### src/rtl/riscv_run_monitor.sv
// riscv_run_monitor: run gate, cycle counter and register-file dump engine
// Streams architectural registers over valid/ready once the CPU stops.
module riscv_run_monitor #(
  parameter  int XLEN    = 32,
  parameter  int NREGS   = 32,
  parameter  int CNT_W   = 32,
  parameter  int TIMEOUT = 100,
  parameter  int SKIP_X0 = 0,
  localparam int IDX_W   = $clog2(NREGS)
) (
  input  logic             clock,
  input  logic             reset,
  input  logic             start,
  input  logic             abort,
  input  logic             cpu_done,
  output logic             cpu_run,
  output logic [CNT_W-1:0] clock_count,
  output logic             timed_out,
  output logic             busy,
  output logic             finished,
  output logic [IDX_W-1:0] rf_addr,
  output logic             rf_rd_en,
  input  logic [XLEN-1:0]  rf_data,
  output logic             dump_valid,
  input  logic             dump_ready,
  output logic [IDX_W-1:0] dump_idx,
  output logic [XLEN-1:0]  dump_data
);

  typedef enum logic [2:0] {
    S_IDLE,
    S_RUN,
    S_RD,
    S_CAP,
    S_OUT,
    S_FIN
  } state_t;

  // Dedicated timeout timer so a narrow saturating clock_count
  // cannot hide a timeout that lies beyond its range.
  localparam int TW = (TIMEOUT > 0) ? $clog2(TIMEOUT + 1) : 1;
  localparam logic [TW-1:0] TO_LAST =
    TW'((TIMEOUT > 0) ? TIMEOUT - 1 : 0);
  localparam logic [IDX_W-1:0] IDX_FIRST =
    (SKIP_X0 != 0) ? IDX_W'(1) : '0;
  localparam logic [IDX_W-1:0] IDX_LAST = IDX_W'(NREGS - 1);

  state_t           r_state;
  logic [TW-1:0]    r_tmr;
  logic [IDX_W-1:0] r_idx;
  logic             r_cpu_run;
  logic [CNT_W-1:0] r_count;
  logic             r_timed_out;
  logic             r_busy;
  logic             r_finished;
  logic [IDX_W-1:0] r_rf_addr;
  logic             r_rf_rd_en;
  logic             r_dump_valid;
  logic [IDX_W-1:0] r_dump_idx;
  logic [XLEN-1:0]  r_dump_data;

  logic [CNT_W-1:0] w_count_inc;
  logic             w_to_hit;
  logic [IDX_W-1:0] w_idx_next;

  assign w_count_inc = (r_count == '1) ? r_count : r_count + CNT_W'(1);
  assign w_to_hit    = (TIMEOUT != 0) && (r_tmr == TO_LAST);
  assign w_idx_next  = r_idx + IDX_W'(1);

  // Run/dump sequencer; every output is a register updated here.
  always_ff @(posedge clock or posedge reset) begin
    if (reset) begin
      r_state      <= S_IDLE;
      r_tmr        <= '0;
      r_idx        <= '0;
      r_cpu_run    <= 1'b0;
      r_count      <= '0;
      r_timed_out  <= 1'b0;
      r_busy       <= 1'b0;
      r_finished   <= 1'b0;
      r_rf_addr    <= '0;
      r_rf_rd_en   <= 1'b0;
      r_dump_valid <= 1'b0;
      r_dump_idx   <= '0;
      r_dump_data  <= '0;
    end else begin
      // Read strobe lasts one cycle unless a transition re-arms it.
      r_rf_rd_en <= 1'b0;
      if (abort && r_state != S_IDLE) begin
        r_state      <= S_IDLE;
        r_cpu_run    <= 1'b0;
        r_dump_valid <= 1'b0;
        r_finished   <= 1'b0;
        r_busy       <= 1'b0;
      end else begin
        unique case (r_state)
          S_IDLE, S_FIN: begin
            if (start) begin
              r_state     <= S_RUN;
              r_tmr       <= '0;
              r_count     <= '0;
              r_timed_out <= 1'b0;
              r_finished  <= 1'b0;
              r_cpu_run   <= 1'b1;
              r_busy      <= 1'b1;
            end
          end
          S_RUN: begin
            r_count <= w_count_inc;
            r_tmr   <= r_tmr + TW'(1);
            if (cpu_done || w_to_hit) begin
              // A done in the timeout cycle is a clean finish.
              r_timed_out <= ~cpu_done;
              r_cpu_run   <= 1'b0;
              r_idx       <= IDX_FIRST;
              r_rf_addr   <= IDX_FIRST;
              r_rf_rd_en  <= 1'b1;
              r_state     <= S_RD;
            end
          end
          S_RD: begin
            r_state <= S_CAP;
          end
          S_CAP: begin
            r_dump_data  <= rf_data;
            r_dump_idx   <= r_idx;
            r_dump_valid <= 1'b1;
            r_state      <= S_OUT;
          end
          S_OUT: begin
            if (dump_ready) begin
              r_dump_valid <= 1'b0;
              if (r_idx == IDX_LAST) begin
                r_finished <= 1'b1;
                r_busy     <= 1'b0;
                r_state    <= S_FIN;
              end else begin
                r_idx      <= w_idx_next;
                r_rf_addr  <= w_idx_next;
                r_rf_rd_en <= 1'b1;
                r_state    <= S_RD;
              end
            end
          end
          default: begin
            r_state <= S_IDLE;
            r_busy  <= 1'b0;
          end
        endcase
      end
    end
  end

  assign cpu_run     = r_cpu_run;
  assign clock_count = r_count;
  assign timed_out   = r_timed_out;
  assign busy        = r_busy;
  assign finished    = r_finished;
  assign rf_addr     = r_rf_addr;
  assign rf_rd_en    = r_rf_rd_en;
  assign dump_valid  = r_dump_valid;
  assign dump_idx    = r_dump_idx;
  assign dump_data   = r_dump_data;

endmodule

### config.mk
export PLATFORM = sky130hd
export DESIGN_NAME = riscv_run_monitor
export DESIGN_NICKNAME = d
export VERILOG_FILES = /design/src/rtl/riscv_run_monitor.sv
export SDC_FILE = /design/constraint.sdc
export NUM_CORES = 1
export LEC_CHECK = 0
export CELL_PAD_IN_SITES_DETAIL_PLACEMENT = 0
export CELL_PAD_IN_SITES_GLOBAL_PLACEMENT = 1
export CORE_ASPECT_RATIO = 1.2
export CORE_MARGIN = 10
export CORE_UTILIZATION = 35
export CTS_BUF_LIST = sky130_fd_sc_hd__clkbuf_4 sky130_fd_sc_hd__clkbuf_8
export DETAILED_ROUTE_END_ITERATION = 12
export GPL_TIMING_DRIVEN = 0
export HOLD_SLACK_MARGIN = 0.1
export MAX_ROUTING_LAYER = met4
export PLACE_DENSITY_LB_ADDON = 0.1
export SLEW_MARGIN = 20
export SYNTH_ARGS = -nofsm -noshare
export SYNTH_HDL_FRONTEND = slang
export SYNTH_SLANG_ARGS = --single-unit
### constraint.sdc
create_clock -name clock -period 3.4 [get_ports clock]
set_clock_uncertainty 0.05 [all_clocks]
set_input_delay 0.68 -clock clock [delete_from_list [all_inputs] [get_ports clock]]
set_output_delay 0.68 -clock clock [all_outputs]
set_load 0.1 [all_outputs]
Yosys cells after proc, flatten, opt, wreduce, memory -nomap -nowiden. Index checks and enable logic that the tools add are counted.

Register bits after elaboration: 90. Input port bits: 38. Word-level logic and storage cells: 94.

$add $sub $neg: 3. Eq/ne operators: 18. Multiplexer cells: 38. Bitwise logic cells: 2. Reduce and logical (&&, ||, !) cells: 21.

Operators by type and width (number): 32-bit 2-to-1 mux (2); 32-bit case mux with 2 select lines (1); 32-bit by 1-bit adder with 32-bit output (second input constant) (1); 32-bit equality test (second input constant) (1); 1-bit 2-to-1 mux (17); 4-bit AND reduction (4); 3-bit 2-to-1 mux (5); 5-bit 2-to-1 mux (3); 3-bit case mux with 5 select lines (1); 7-bit case mux with 2 select lines (1); 3-bit != test (second input constant) (4); 3-bit nonzero test (4); 2-bit != test (second input constant) (5); 1-bit case mux with 2 select lines (5); 5-bit case mux with 2 select lines (1); 3-bit AND reduction (3); 7-bit by 1-bit adder with 7-bit output (second input constant) (1); 7-bit equality test (second input constant) (1); 7-bit 2-to-1 mux (1); 3-bit by 2-bit equality test with 1-bit output (second input constant) (2); 3-bit equality test (second input constant) (2); 5-bit by 1-bit adder with 5-bit output (second input constant) (1); 5-bit equality test (second input constant) (1); 5-bit AND reduction (1); 11 further kinds (14).

Depth between registers and ports, before layout. Gate-level depths: netlist of the first run.

Word-level depth: 5. Gate-level depth with buffers: 10. Depth with buffers taken out: 7.

Least setup slack after synthesis of the first run. No wires, ideal clock.

Path type: reg-to-reg. From: register r_count[0], in the netlist clock_count[0]. To: register r_count[19], in the netlist clock_count[19]. Library setup time: 0.174 ns. Arrival: 2.879 ns. Required time: 3.176 ns. Path slack: 0.297 ns. Cell stages (with the launch flop): 11. Clock period less this slack: 3.103 ns. Cell sequence: dfrtp_1 > ha_1 > and3_1 > buf_2 > nand4_4 > or4_4 > o21a_1 > buf_6 > buf_6 > a21oi_1 > a31oi_1.

Word-level cells in the longest chain between the ends: 3. Elaborated cells on any way between the ends: 6. Those cells by class: 1 x add/sub; 2 x eq/ne; 2 x mux; 1 x reduce/logical.

Ends and longest elaborated chain: start, declared (RTL line 52) `logic [CNT_W-1:0] r_count;`; start signal, assigned (RTL line 109) `r_count <= w_count_inc;`; 32-bit by 1-bit adder with 32-bit output or 32-bit equality test (tied branches) (RTL line 66) `assign w_count_inc = (r_count == '1) ? r_count : r_count + CNT_W'(1);`; 32-bit 2-to-1 mux or 2-bit != test (tied branches); 32-bit case mux with 2 select lines or 4-bit AND reduction (tied branches).

Parallel ways exist; a longest one is shown, timed or not. The select of a mux whose other input is x is not followed. A chain may end at the register's enable or synchronous reset.

Worst setup path in the final report of the first run.
From: register r_count[11], in the netlist clock_count[11]. To: output clock_count[11].

RTL lines: end, declared (RTL line 17) `output logic [CNT_W-1:0] clock_count,`.

No word-level cell between the ends.

==> flow_metrics.tcl, run 1 <==
set metrics [dict create \
    outcome "finished clean" \
    vias_per_cell 5.211 \
    fin_util_pct 49.02 \
    pwr-share-seq_pct 27.0 \
    setup_viol_count_final 0 \
    clock_power_share_pct 13.5 \
    endpoint_kind "output port" \
    grt_antenna_before_repair 0 \
    p_int_mw 2.506 \
    synth_top_cell_area_share_pct 51.98 \
    cts_hold_buf 0 \
    coreArea_um2 12110 \
    gr-total-overflow 0 \
    critPathTopFamily "buffers and inverters" \
    swShare_pct 54.71 \
    routed_wl_um 12540 \
    syn2layout_area_growth_pct 37.02 \
    tritoncts "yes" \
    nets 590 \
    slew_violations 0 \
    tightest_slew_ns 1.032 \
    wire_per_inst_um 17.56 \
    drtIter0Drc 129 \
    die_w_um 121.6 \
    die_area_um2 17250 \
    cts_root_buf "clkbuf_8" \
    diodes 0 \
    muxShareOfSynthArea_pct 10.11 \
    period_share_pct 82.51 \
    num_rows 44 \
    yosysSeqAreaShare_pct 51.98 \
    synthSimpleGateAreaFrac_pct 18.02 \
    grt_pass1_vias 3956 \
    synth-xor-area-share_pct 1.213 \
    post_cts_buffers 0 \
    synth_common_cells "dfrtp_1 (90), o21ai_0 (45), mux2_2 (38), nand2_1 (38), nor2_1 (33)" \
    slew-limit-headroom_pct 30.99 \
    crit_required_ns 2.67 \
    ir_drop_mv 0.8745 \
    max_freq_mhz 356.5 \
    powerDensity_nw_per_um2 932.0 \
    critPathSlowestCell "clkdlybuf4s50_1" \
    ctsResizeCount 0 \
    crit_buf_inv 1 \
    drive_gt1_share_pct 13.56 \
    hold_viol 0 \
    synth_edf_count 0 \
    synth_area_um2 4333 \
    cts_buffers 9 \
    multi_input_area_um2 1957 \
    drt_pre_antenna_iters 5 \
    path_max_fanout 8 \
    pin_count 118 \
    regArea_um2 2252 \
    synth-seq-cells 90 \
    synth_warnings 0 \
    synth_flop_cell "dfrtp_1" \
    synth_top_family_by_area "simple AND/OR/NAND/NOR gates" \
    grt_max_degree 57 \
    total_power_mw 5.533 \
    cap_violations 0 \
    cp-start-kind "flop" \
    synth_compound_area_share_pct 14.55 \
    dp_hpwl_um 9207 \
    async_flop_share_pct 100.0 \
    path_cells "clkdlybuf4s50_1" \
    cts.sinks 90 \
    cts.clk_slew.worst_paths_ns 0.09 \
    cts_max_level 3 \
    ys_types 51 \
    syn_area_per_cell_um2 10.34 \
    rsz0062_at_grt "no" \
    synthTopCellsByArea "dfrtp_1 (52%), mux2_2 (9.9%), o21ai_0 (5.2%)" \
    p_leak_nw 2.456 \
    hold_path.class "reg -> reg" \
    vias 3721 \
    dp_slack_ns 0.3159 \
    dieHeight_um 141.9 \
    clkLatencyLatePin_ns 0.37 \
    fillerInstances 1180 \
    syn_inst 419 \
    cts_max_path_buffers 2 \
    grt_pass1_wl_um 20320 \
    p_sw_mw 3.027 \
    grt_util_all_layers_pct 15.28 \
    synth_fa_ha_area_share_pct 1.155 \
    arrival_ns 2.08 \
    ant_nets 0 \
    postLayoutSetupSlackWorst_ns 0.5947 \
    synth.net_count 461 \
    yosysMostFrequentCell "dfrtp_1" \
    numPortBuffers 117 \
    gp_congestion 0.8524 \
    max_stage_delay_ns 1.19 \
    crit_type "reg -> out" \
    drc_errors 0 \
    initial_core_util_pct 35.77 \
    synth_top_cell_by_area "dfrtp_1" \
    pwr-share-comb_pct 59.5 \
    post-route-min-period_ns 2.805 \
]
## placed cells by master (no fill, tap or decap), drive strengths merged, types with 10 or more instances in the layout
cell,count
clkdlybuf4s50,117
dfrtp,90
o21ai,47
mux2,38
nand2,38
nor2,33
clkbuf,19
a21oi,15
nand3,14
o31ai,14
nand4,11
buf,11
and3,10
nor3,10
## path summary, 6_finish.rpt
path / endpoint / startpoint / slack (ns) / cells after the start
max: clock_count[11] / clock_count[11] / 0.59 / 1
min: busy / busy / 0.44 / 1
max reg2reg: clock_count[3] / clock_count[0] / 0.64 / 8
min reg2reg: busy / busy / 0.44 / 1
max in group asynchronous: r_tmr[3] / reset / 2.08 / 3
min in group asynchronous: clock_count[10] / reset / 0.62 / 2
## routing by layer
metal | routed length (um) | GRT usage (%)
met1 | 5397 | 17.64
met3 | 1020 | 5.637
met5 | 0 | -
met2 | 5980 | 24.25
met4 | 138 | 4.714
## per-stage QoR
stage / area, um^2 / setup TNS, ns / cells / hold slack [ns]
after global routing: 5937 / 0 / 714 / 0.4568
after detailed placement: 5743 / 0 / 698 / 0.4194
after global placement: 5705 / -118.93 / 697 / 0.4109
after CTS: 5937 / 0 / 714 / 0.4399
final: 5937 / 0 / 714 / 0.4363
after floorplan: 4333 / 0 / 419 / 0.4157
## power groups by stage
| stage | logic [mW] | clock network (mW) | registers (mW) |
|---|---|---|---|
| floorplan | 0.758 | 0 | 3.22 |
| global placement | 3.30 | 0 | 1.50 |
| detailed placement | 3.32 | 0 | 1.51 |
| CTS | 3.33 | 0.772 | 1.50 |
| global route | 3.47 | 0.823 | 1.54 |
| finish | 3.29 | 0.745 | 1.49 |
## area by class of cell
type,instances,share of cell area (%)
multi-input cells,302,32.96
repair buffers,118,20.19
well taps,161,3.393
flip-flops and latches,90,37.93
inverters,7,0.5269
plain buffers,20,1.728
clock buffers,9,2.086
clock inverters,7,1.180
## registers in the layout, indices dropped and copies added (netlist names), 3 cells and up
name         flops
dump_data       32
r_state          3
dump_idx         5
r_tmr            7
rf_addr          5
clock_count     32
## logic make-up after synthesis
group / Yosys count
adder cells (fa/ha/maj): 4
multiplexers: 39
AO/OA/AOI/OAI: 103
AND/OR/NAND/NOR: 150
XOR/XNOR: 6
flip-flops: 90
buffers and inverters: 27
No activity file was read; power rests on OpenSTA's default activity.
==> run 2: changes to the inputs <==
==> constraint.sdc (replaced) <==
create_clock -name clock -period 2.7 [get_ports clock]
set_clock_uncertainty 0.05 [all_clocks]
set_input_delay 0.54 -clock clock [delete_from_list [all_inputs] [get_ports clock]]
set_output_delay 0.54 -clock clock [all_outputs]
set_load 0.1 [all_outputs]
==> flow_metrics.tcl, run 2 (same netlist as run 1, synthesis figures left out) <==
set metrics [dict create \
    outcome "finished clean" \
    dp_hpwl_um 9172 \
    critPathLaunch "clock_count[30]" \
    grt_antenna_before_repair 0 \
    post_dp_cell_area_um2 5811 \
    fillerInstances 1125 \
    nets 592 \
    slew-limit-headroom_pct 30.20 \
    powerDensity_nw_per_um2 1161 \
    cts_max_path_buffers 2 \
    period_share_pct 96.62 \
    die_area_um2 17250 \
    ir_drop_mv 0.9846 \
    cap_violations 0 \
    post_cts_buffers 0 \
    vias_per_cell 5.218 \
    p_leak_nw 2.509 \
    cts_max_level 3 \
    wire_per_inst_um 17.31 \
    path_cells "clkdlybuf4s50_1" \
    numPortBuffers 117 \
    cts.clk_slew.worst_paths_ns 0.09 \
    p_sw_mw 3.799 \
    num_rows 44 \
    setup_viol_count_final 0 \
    r2r_slack_ns 0.23 \
    hold_viol 0 \
    syn2layout_area_growth_pct 40.11 \
    routed_wl_um 12400 \
    gr-total-overflow 0 \
    cts_buffers 9 \
    final_common_cell "clkdlybuf4s50_1" \
    crit_buf_inv 1 \
    swShare_pct 53.87 \
    dp_slack_ns -0.1844 \
    pwr-share-comb_pct 59.0 \
    critPathSlowestCell "clkdlybuf4s50_1" \
    dieHeight_um 141.9 \
    postLayoutSetupSlackWorst_ns 0.09124 \
    grt_pass1_wl_um 20010 \
    drt_pre_antenna_iters 4 \
    final_cell_mix "clkdlybuf4s50_1 (115), dfrtp_1 (71), o21ai_0 (45), mux2_2 (38), nand2_1 (38)" \
    gp_congestion 0.8451 \
    grt_max_degree 30 \
    cp-start-kind "flop" \
    endpoint_kind "output port" \
    post-route-min-period_ns 2.609 \
    grt_util_all_layers_pct 14.95 \
    diodes 0 \
    grt_pass1_vias 3811 \
    clkLatencyLatePin_ns 0.37 \
    drtIter0Drc 151 \
    worstReg2RegStart "clock_count[0]" \
    hold_path.class "in -> async" \
    slew_violations 0 \
    cts_root_buf "clkbuf_8" \
    max_freq_mhz 383.3 \
    initial_core_util_pct 35.77 \
    tightest_slew_ns 1.044 \
    crit_required_ns 2.11 \
    pin_count 118 \
    p_int_mw 3.252 \
    drc_errors 0 \
    critPathTopFamily "buffers and inverters" \
    rsz0062_at_grt "no" \
    total_power_mw 7.051 \
    pwr-share-seq_pct 26.8 \
    crit_type "reg -> out" \
    post-route-cell-area_um2 6071 \
    die_w_um 121.6 \
    ant_nets 0 \
    path_max_fanout 6 \
    vias 3736 \
    drive_gt1_share_pct 18.20 \
    coreArea_um2 12110 \
    clock_power_share_pct 14.2 \
    arrival_ns 2.02 \
    fin_util_pct 50.12 \
    cts.sinks 90 \
    max_stage_delay_ns 1.18 \
    tritoncts "yes" \
]
[run 2: power by group through the flow]
stage | logic [mW] | registers [mW] | clock network, mW
finish | 4.16 | 1.89 | 1.00
detailed placement | 4.18 | 1.91 | 0
global route | 4.37 | 1.94 | 1.09
floorplan | 0.958 | 4.06 | 0
global placement | 4.16 | 1.89 | 0
CTS | 4.19 | 1.89 | 1.03
[run 2: layout make-up]
type	instances	area [um^2]	area share, %
Sequential cell	90	2276	37.49
Multi-Input combinational cell	302	2009	33.10
Timing Repair Buffer	120	1236	20.36
Tap cell	161	201.4	3.318
Clock buffer	12	165.2	2.721
Buffer	20	103.9	1.711
Clock inverter	4	48.80	0.8038
Inverter	7	30.03	0.4946
[run 2: metal layers]
metal  routed length [um]  vias up  track usage [%]
li1                     -     1790                -
met1                 5529     1835            18.38
met2                 5781      103            22.57
met3                  966        8            5.439
met4                  121        0            4.337
met5                    0        -                -
[run 2: worst paths after layout]
path	cells after the start	to
max reg2reg	10	clock_count[19]
max in group asynchronous	5	clock_count[18]
min	2	dump_data[21]
max	1	clock_count[30]
min in group clock	1	busy
min reg2reg	1	busy
[run 2: per-stage QoR]
step                      instances  setup TNS, ns  hold WS, ns
after floorplan                 419      -0.006794       0.4157
after global placement          697         -12.20       0.4127
after detailed placement        700         -5.668       0.4233
after CTS                       716              0       0.4274
after global routing            716              0       0.4455
final                           716              0       0.4322
[run 2: what timing repair did]
item / 4_1_cts / 5_1_grt
pin swaps: 0 / 0
hold endpoints to repair: 0 / 0
gates resized for setup: 1 / 10
hold buffers: 0 / 0
endpoints found under the setup margin: 5 / 40
==> run 3: changes to the inputs <==
--- a/config.mk
+++ b/config.mk
@@ -12,6 +12,7 @@
 export CORE_UTILIZATION = 35
 export CTS_BUF_LIST = sky130_fd_sc_hd__clkbuf_4 sky130_fd_sc_hd__clkbuf_8
 export DETAILED_ROUTE_END_ITERATION = 12
+export GPL_ROUTABILITY_DRIVEN = 0
 export GPL_TIMING_DRIVEN = 0
 export HOLD_SLACK_MARGIN = 0.1
 export MAX_ROUTING_LAYER = met4
==> results of run 3 <==
Same layout as run 2: the final DEF is identical, and so are final timing and power.
